**src/rtl/morse_encoder.sv**
```systemverilog
// rtl/morse_encoder.sv - ASCII to Morse on/off keying encoder with valid/ready intake
module morse_encoder #(
  parameter int UNIT_CLKS = 1000
) (
  input  logic       clk,
  input  logic       resetn,
  input  logic [7:0] char_i,
  input  logic       char_valid_i,
  output logic       char_ready_o,
  output logic       key_o,
  output logic       busy_o,
  output logic       err_o
);

  localparam int CW = $clog2(4 * UNIT_CLKS + 1);
  localparam logic [CW-1:0] DUR_1 = CW'(UNIT_CLKS);
  localparam logic [CW-1:0] DUR_3 = CW'(3 * UNIT_CLKS);
  localparam logic [CW-1:0] DUR_4 = CW'(4 * UNIT_CLKS);
  localparam logic [CW-1:0] ONE   = CW'(1);

  typedef enum logic [2:0] {
    S_IDLE,
    S_LOOKUP,
    S_MARK,
    S_ELEM_GAP,
    S_CHAR_GAP,
    S_WORD_GAP
  } state_t;

  state_t          state_q, state_d;
  logic [CW-1:0]   cnt_q, cnt_d;
  logic [2:0]      idx_q, idx_d;
  logic [7:0]      char_q, char_d;
  logic            key_q, key_d;

  // Table entry {len, pat}; pat[0] is sent first, 1 = dash. len 0 = unsupported.
  function automatic logic [7:0] morse_lookup(input logic [7:0] c);
    logic [7:0] u;
    logic [7:0] e;
    u = (c >= 8'h61 && c <= 8'h7A) ? c - 8'h20 : c;
    case (u)
      8'h41: e = {3'd2, 5'b00010}; // A .-
      8'h42: e = {3'd4, 5'b00001}; // B -...
      8'h43: e = {3'd4, 5'b00101}; // C -.-.
      8'h44: e = {3'd3, 5'b00001}; // D -..
      8'h45: e = {3'd1, 5'b00000}; // E .
      8'h46: e = {3'd4, 5'b00100}; // F ..-.
      8'h47: e = {3'd3, 5'b00011}; // G --.
      8'h48: e = {3'd4, 5'b00000}; // H ....
      8'h49: e = {3'd2, 5'b00000}; // I ..
      8'h4A: e = {3'd4, 5'b01110}; // J .---
      8'h4B: e = {3'd3, 5'b00101}; // K -.-
      8'h4C: e = {3'd4, 5'b00010}; // L .-..
      8'h4D: e = {3'd2, 5'b00011}; // M --
      8'h4E: e = {3'd2, 5'b00001}; // N -.
      8'h4F: e = {3'd3, 5'b00111}; // O ---
      8'h50: e = {3'd4, 5'b00110}; // P .--.
      8'h51: e = {3'd4, 5'b01011}; // Q --.-
      8'h52: e = {3'd3, 5'b00010}; // R .-.
      8'h53: e = {3'd3, 5'b00000}; // S ...
      8'h54: e = {3'd1, 5'b00001}; // T -
      8'h55: e = {3'd3, 5'b00100}; // U ..-
      8'h56: e = {3'd4, 5'b01000}; // V ...-
      8'h57: e = {3'd3, 5'b00110}; // W .--
      8'h58: e = {3'd4, 5'b01001}; // X -..-
      8'h59: e = {3'd4, 5'b01101}; // Y -.--
      8'h5A: e = {3'd4, 5'b00011}; // Z --..
      8'h30: e = {3'd5, 5'b11111}; // 0 -----
      8'h31: e = {3'd5, 5'b11110}; // 1 .----
      8'h32: e = {3'd5, 5'b11100}; // 2 ..---
      8'h33: e = {3'd5, 5'b11000}; // 3 ...--
      8'h34: e = {3'd5, 5'b10000}; // 4 ....-
      8'h35: e = {3'd5, 5'b00000}; // 5 .....
      8'h36: e = {3'd5, 5'b00001}; // 6 -....
      8'h37: e = {3'd5, 5'b00011}; // 7 --...
      8'h38: e = {3'd5, 5'b00111}; // 8 ---..
      8'h39: e = {3'd5, 5'b01111}; // 9 ----.
      default: e = 8'h00;
    endcase
    return e;
  endfunction

  logic [7:0]    entry;
  logic [2:0]    len;
  logic [4:0]    pat;
  logic          is_space;
  logic          last_elem;
  logic [CW-1:0] mark_dur;

  // Decode the latched character and the duration of the current element.
  always_comb begin
    entry     = morse_lookup(char_q);
    len       = entry[7:5];
    pat       = entry[4:0];
    is_space  = (char_q == 8'h20);
    last_elem = (idx_q == len - 3'd1);
    mark_dur  = pat[idx_q] ? DUR_3 : DUR_1;
  end

  // Next-state logic: counter restarts on every state change.
  always_comb begin
    state_d = state_q;
    cnt_d   = cnt_q + ONE;
    idx_d   = idx_q;
    char_d  = char_q;
    unique case (state_q)
      S_IDLE: begin
        if (char_valid_i) begin
          char_d  = char_i;
          state_d = S_LOOKUP;
        end
      end
      S_LOOKUP: begin
        idx_d = 3'd0;
        if (is_space)        state_d = S_WORD_GAP;
        else if (len == 3'd0) state_d = S_IDLE;
        else                 state_d = S_MARK;
      end
      S_MARK: begin
        if (cnt_q == mark_dur - ONE) state_d = last_elem ? S_CHAR_GAP : S_ELEM_GAP;
      end
      S_ELEM_GAP: begin
        if (cnt_q == DUR_1 - ONE) begin
          state_d = S_MARK;
          idx_d   = idx_q + 3'd1;
        end
      end
      S_CHAR_GAP: begin
        if (cnt_q == DUR_3 - ONE) state_d = S_IDLE;
      end
      S_WORD_GAP: begin
        if (cnt_q == DUR_4 - ONE) state_d = S_IDLE;
      end
      default: state_d = S_IDLE;
    endcase
    if (state_d != state_q || state_q == S_IDLE) cnt_d = '0;
    key_d = (state_d == S_MARK);
  end

  // State, counters and registered key output.
  always_ff @(posedge clk or negedge resetn) begin
    if (!resetn) begin
      state_q <= S_IDLE;
      cnt_q   <= '0;
      idx_q   <= 3'd0;
      char_q  <= 8'h00;
      key_q   <= 1'b0;
    end else begin
      state_q <= state_d;
      cnt_q   <= cnt_d;
      idx_q   <= idx_d;
      char_q  <= char_d;
      key_q   <= key_d;
    end
  end

  assign char_ready_o = (state_q == S_IDLE);
  assign busy_o       = ~char_ready_o;
  assign key_o        = key_q;
  assign err_o        = (state_q == S_LOOKUP) && !is_space && (len == 3'd0);

endmodule
```
**config.mk**
```make
export PLATFORM = sky130hd
export DESIGN_NAME = morse_encoder
export DESIGN_NICKNAME = d
export VERILOG_FILES = /design/src/rtl/morse_encoder.sv
export SDC_FILE = /design/constraint.sdc
export NUM_CORES = 1
export LEC_CHECK = 0
export BUFFER_PORTS_ARGS = -buffer_cell sky130_fd_sc_hd__clkbuf_2
export CAP_MARGIN = 30
export CORE_ASPECT_RATIO = 0.5
export CORE_MARGIN = 2
export CORE_UTILIZATION = 50
export CTS_CLUSTER_SIZE = 8
export DETAILED_ROUTE_END_ITERATION = 16
export MAX_ROUTING_LAYER = met4
export PLACE_DENSITY = 0.68
export SYNTH_ARGS = -nofsm -noshare
export SYNTH_HDL_FRONTEND = slang
export SYNTH_SLANG_ARGS = --single-unit
```
**constraint.sdc**
```tcl
create_clock -name clk -period 3.63 [get_ports clk]
set_input_delay 0.363 -clock clk [delete_from_list [all_inputs] [get_ports clk]]
set_output_delay 0.363 -clock clk [all_outputs]
set_load 0.03 [all_outputs]
```
; Word-level counts from Yosys, hierarchy flattened
; Memory sizes are Yosys's and may differ from the RTL's.
; Cells that the tools add are included.
[op_classes]
add_sub_neg = 5
n_reduce_logical = 10
bitwise_logic = 1
div = 0
magnitude_cmp = 3
n_eq_ne = 14
mul = 0
shifts = 0
muxes = 17
[op_table]
columns = cell, n
row1 = 12-bit equality test (second input constant), 2
row2 = 12-bit two-way mux, 2
row3 = 3-bit two-way mux, 8
row4 = 3-bit case mux with 6 select lines, 1
row5 = 8-bit two-way mux, 2
row6 = 12-bit by 1-bit adder with 12-bit output (second input constant), 1
row7 = 12-bit by 10-bit equality test with 1-bit output (second input constant), 1
row8 = 12-bit equality test, 1
row9 = 12-bit by 1-bit subtractor with 12-bit output (second input constant), 1
row10 = 3-bit by 2-bit equality test with 1-bit output (second input constant), 3
row11 = 8-bit by 6-bit equality test with 1-bit output (second input constant), 1
row12 = 8-bit by 7-bit >= comparator with 1-bit output (second input constant), 1
row13 = 8-bit by 7-bit <= comparator with 1-bit output (second input constant), 1
row14 = 8-bit by 6-bit subtractor with 8-bit output (second input constant), 1
row15 = 3-bit equality test (second input constant), 2
row16 = 3-bit logical NOT, 2
row17 = 3-bit case mux with 2 select lines, 1
row18 = 3-bit by 4-bit < comparator with 1-bit output (second input constant), 1
row19 = 2-bit AND reduction, 2
row20 = 3-bit by 1-bit adder with 3-bit output (second input constant), 1
row21 = 1-bit binary-select mux with 3-bit select, 1
row22 = 3-bit by 1-bit equality test with 1-bit output (second input constant), 1
row23 = 3-bit equality test, 1
row24 = 1-bit logical AND, 3
row25 = other kinds (9), 9
[word_totals]
memories = 1
latch_bits = 0
ramBits = 0
ff_bits = 27
out_inout_bits = 4
elab_cells = 56
rom_bits = 1024
in_bits = 11
[memory_table]
columns = name, depth, word_bits, read_ports, rd_clocked_by_memory_dff, write_ports, line_no
row1 = (name not given), 128, 8, 1, 0, 0, 41  ; case (u)

; Longest topological paths before layout
; An unclocked memory read counts as a cell.
[logic_depth]
ltp_word = 15
mapped_depth = 13
depth_no_buf = 12

; Worst setup path after synthesis
; No wires, ideal clock.
[synth_path]
kind = reg-to-output
start = reg char_q[1]
end = out err_o
stages_incl_launch_ff = 12
path_buffers = 1
path_slack_ns = 0.743
arrival_ns = 2.524
required_time_ns = 3.267
path_cell_list = dfrtp_1 > buf_2 > inv_1 > ha_1 > nor2_1 > nand3_2 > a31oi_1 > nor3_1 > o21ai_0 > ha_1 > a21bo_2 > nor2b_1
[synth_via]
elab_chain_len = 7
word_cells_on_any_way = 12
classes_between = 1 x add/sub / 2 x order compare / 1 x eq/ne / 2 x mux / 5 x reduce/logical / 1 x memory
[synth_lines]
columns = element, line_no
row1 = start: declaration, 33  ; logic [7:0] char_q, char_d;
row2 = start signal: assignment, 152  ; char_q <= char_d;
row3 = 8-bit by 7-bit >= comparator with 1-bit output / 8-bit by 7-bit <= comparator with 1-bit output (equally long branches), 40  ; u = (c >= 8'h61 && c <= 8'h7A) ? c - 8'h20 : c;
row4 = 1-bit logical AND, 40
row5 = 8-bit two-way mux, 40
row6 = memory 128 x 8 bit, -
row7 = 8-bit two-way mux, 41
row8 = 3-bit logical NOT, 160  ; assign err_o = (state_q == S_LOOKUP) && !is_space && (len == 3'd0);
row9 = 1-bit logical AND (*), 160
row10 = end: declaration, 12  ; output logic err_o
; Every way passes the cells marked *; elsewhere a longest branch is shown, timed or not.

; Final worst setup path
[layout_path]
start = reg char_q[0]
end = out err_o
; Same word-level chain as after synthesis.

==> summary.md <==
| Metric | Value |
|---|---|
| Status | completed |
| Number of I/O port buffers | 14 |
| Timing-limited maximum frequency | 0.2992 GHz |
| Number of instances in the synthesized netlist | 273 |
| Max rail drop VDD | 0.0001153 V |
| Start-to-end type of the worst setup path | reg -> out |
| Flip-flop and latch count after synthesis | 27 |
| Clock latency at the later pin of the worst-skew pair | 0.28 ns |
| Combined area of all synthesized cells | 2366 µm² |
| RSZ-0062 raised after global routing | false |
| Share of final-layout standard cells stronger than drive strength 1 | 0.1792 |
| Drt first pass iters | 5 |
| Library cell occupying the most area in the post-synthesis netlist | dfrtp_1 |
| Total GRT Usage | 0.2242 |
| Reg2Reg Setup Slack | 0.43 ns |
| Die Height | 52.64 µm |
| Crit-path max cell delay | 0.49 ns |
| Share of flip-flops with an asynchronous set or reset | 1.000 |
| TritonCTS Buffers | 3 |
| Crit-path cells | inv_1 > ha_1 > nor2b_1 > o211ai_1 > a31oi_1 > nor3_1 > o21ai_0 > ha_1 > a21bo_2 > nor2b_1 > clkbuf_2 |
| Sort of element at the end of the critical path | output pin |
| Number of global-route vias before repair | 1913 |
| Share of the synthesized area in the top cell type | 0.2856 |
| Prevailing post-synth register cell | dfrtp_1 |
| Startpoint types | flop |
| Clock tree sinks | 27 |
| Worst r2r src | char_q[0] |
| Total half-perimeter wirelength after legalization and detailed placement | 3.903 mm |
| Setup bufs post-CTS | 0 |
| First-pass GRT wire length | 9.183 mm |
| Tightest slew margin relative to the limit | 0.5367 |
| Signal arrival time at the worst endpoint | 2.98 ns |
| Smallest setup slack after layout | 0.2874 ns |
| Starting density of the core | 0.5297 |
| Antenna cells | 0 |
| Vias per std cell | 6.063 |
| Average wire per cell in the routed design | 15.46 µm |
| DRC Markers | 0 |
| Pin count of the biggest net entering global routing | 28 |
| Total congestion overflow | 0 |
| Clock tree from TritonCTS | done |
| Worst hold path type | in -> async |
| Post-Route Setup TNS | 0 ns |
| Die boundary width | 101.3 µm |
| Wire length reported by the detailed router | 5.196 mm |
| Initial antenna violation count | 0 |
| Cell family contributing the most delay on the critical path | compound AO/OA/AOI/OAI gates |
| Number of nets with antenna violations after routing | 0 |
| DP Worst Slack | 0.4624 ns |
| Critical Path Fanout Max | 8 |
| Placeable core region | 4467 µm² |
| Deepest clock path buffer count | 2 |
| Pwr/cell area | 196.4 nW/µm² |
| Share of synthesized area occupied by flip-flops and latches | 0.2856 |
| Number of flops mapped to enable cells by yosys | 0 |
| Clock-pin slew on the worst setup and hold paths | 0.09 ns |
| Time the final worst path needs with I/O delays and setup | 3.343 ns |
| Buffer and inverter count on the worst path | 2 |
| Cell with the largest stage delay on the worst path | dfrtp_1 |
| Path depth of the worst reg2reg path | 12 |
| Buffer cell driving the clock tree root | clkbuf_8 |
| Largest cells by area after synthesis | dfrtp_1 29%, ha_1 6.9%, nor2_1 3.2% |
| Via count | 2037 |
| R2r endpoint | state_q[1] |
| Endpoints failing hold | 0 |
| CTS HTree Levels | 1 |
| Pleak | 1.034 nW |
| Maxcap violations | 0 |
| Syn avg cell area | 8.667 µm² |
| Setup violation total in the final timing report | 0 |
| Top Ports | 15 |
| Count of different cell masters after synthesis | 67 |
| Synthesis warning total | 0 |
| Max-slew violation count | 0 |
| Period utilization | 0.9208 |
| Synth Net Count | 297 |
| Number of nets in the layout | 304 |
| Area added between synthesis and finish | 4.653% |
| Post-Route Skew | 0.003865 ns |
| Global placer's final weighted congestion | 0.9060 |
| Die area | 5332 µm² |
| Pin slew with the least headroom to its limit | 0.6950 ns |
| DR iter-0 viols | 99 |
| Required time worst endpoint | 3.27 ns |
| Row Count | 17 |
==> worst max path at each step <==
stage,startpoint,endpoint,slack [ns],cells past startpoint
2_1_floorplan,char_q[1],err_o,0.74,11
3_3_place_gp,char_q[0],state_q[1],0.55,12
3_5_place_dp,char_q[1],state_q[1],0.46,12
4_1_cts,char_q[1],err_o,0.24,11
5_1_grt,char_q[0],err_o,0.02,11
6_report,char_q[0],err_o,0.29,11
==> cell usage in the layout (no fill, tap or decap), drive strengths merged, types with 4 or more instances in the layout <==
cell	n
a211oi	5
a21oi	11
a31oi	8
and2	4
and3	4
clkbuf	17
dfrtp	27
ha	13
inv	14
mux2	6
nand2	18
nand2b	8
nand3	7
nand3b	6
nor2	30
nor2b	9
nor3	6
o211ai	5
o21ai	18
xnor2	4
xor2	7
==> Yosys cell counts, types with 3 or more instances <==
library cell / count
nor2b_1: 9
nand4_1: 3
mux2_2: 4
buf_4: 3
nand3_1: 6
buf_2: 3
nand2_1: 18
o21ai_0: 11
o21ai_1: 7
o211ai_1: 4
xnor2_1: 4
and3_1: 4
buf_6: 4
a21o_1: 3
inv_1: 13
a211oi_1: 3
nor2_1: 20
and2_1: 3
nand3b_1: 6
a31oi_1: 6
a311oi_1: 3
nor3_1: 6
xor2_1: 7
ha_1: 13
dfrtp_1: 27
a21oi_1: 11
nand2b_1: 8
clkbuf_1: 5
nor2_2: 10
==> power breakdown <==
group	leakage [nW]	switching (mW)	total, mW	internal (mW)
clock	0.0255	0.0980	0.175	0.0772
sequential	0.336	0	0.301	0.301
combinational	0.673	0.00689	0.0107	0.00379
==> per-stage QoR <==
stage	instances	instance area, µm²	hold slack [ns]	util	power, mW
after global routing	336	2476	0.1532	0.5543	0.5151
after detailed placement	332	2429	0.4342	0.5437	0.3175
after CTS	336	2475	0.1201	0.5541	0.4939
final	336	2476	0.1078	0.5543	0.4863
after floorplan	273	2366	0.06741	-	0.3067
after global placement	332	2429	0.4304	0.5437	0.3174
==> kinds of logic (layout without fill, tap and decap cells) <==
family          count (synthesis)  in the layout  share of synthesized area
flops                          27             27                     0.2856
fa+ha+maj                      13             13                    0.06875
mux                             9              9                    0.04653
xor+xnor                       11             11                    0.04072
compound gates                 77             77                     0.2390
buf+inv                        29             35                    0.06504
simple gates                  107            107                     0.2544
==> registers in the layout, indices dropped and copies added (netlist names) <==
signal	cells
cnt_q	12
char_q	8
idx_q	3
state_q	3
key_o	1
==> routing by layer <==
metal | GRT usage | vias to the layer above | share of wire
met5 | - | - | 0
met4 | 0.02703 | 0 | 0.0031
met3 | 0.03733 | 2 | 0.051
met2 | 0.3653 | 45 | 0.46
met1 | 0.3058 | 980 | 0.49
li1 | - | 1010 | -
==> layout make-up <==
type / count / area [µm²]
Clock buffer: 3 / 41.29
Clock inverter: 1 / 5.005
Fill cell: 419 / 1991
Inverter: 14 / 52.55
Multi-Input combinational cell: 217 / 1536
Sequential cell: 27 / 676.9
Tap cell: 57 / 71.32
Timing Repair Buffer: 17 / 92.59
==> timing repair <==
action                                  4_1_cts  5_1_grt
endpoints found under the setup margin        0        1
hold buffers                                  0        0
gates resized for setup                       0        1
endpoints found under the hold margin         0        0
(Power assumes the default switching activity.)
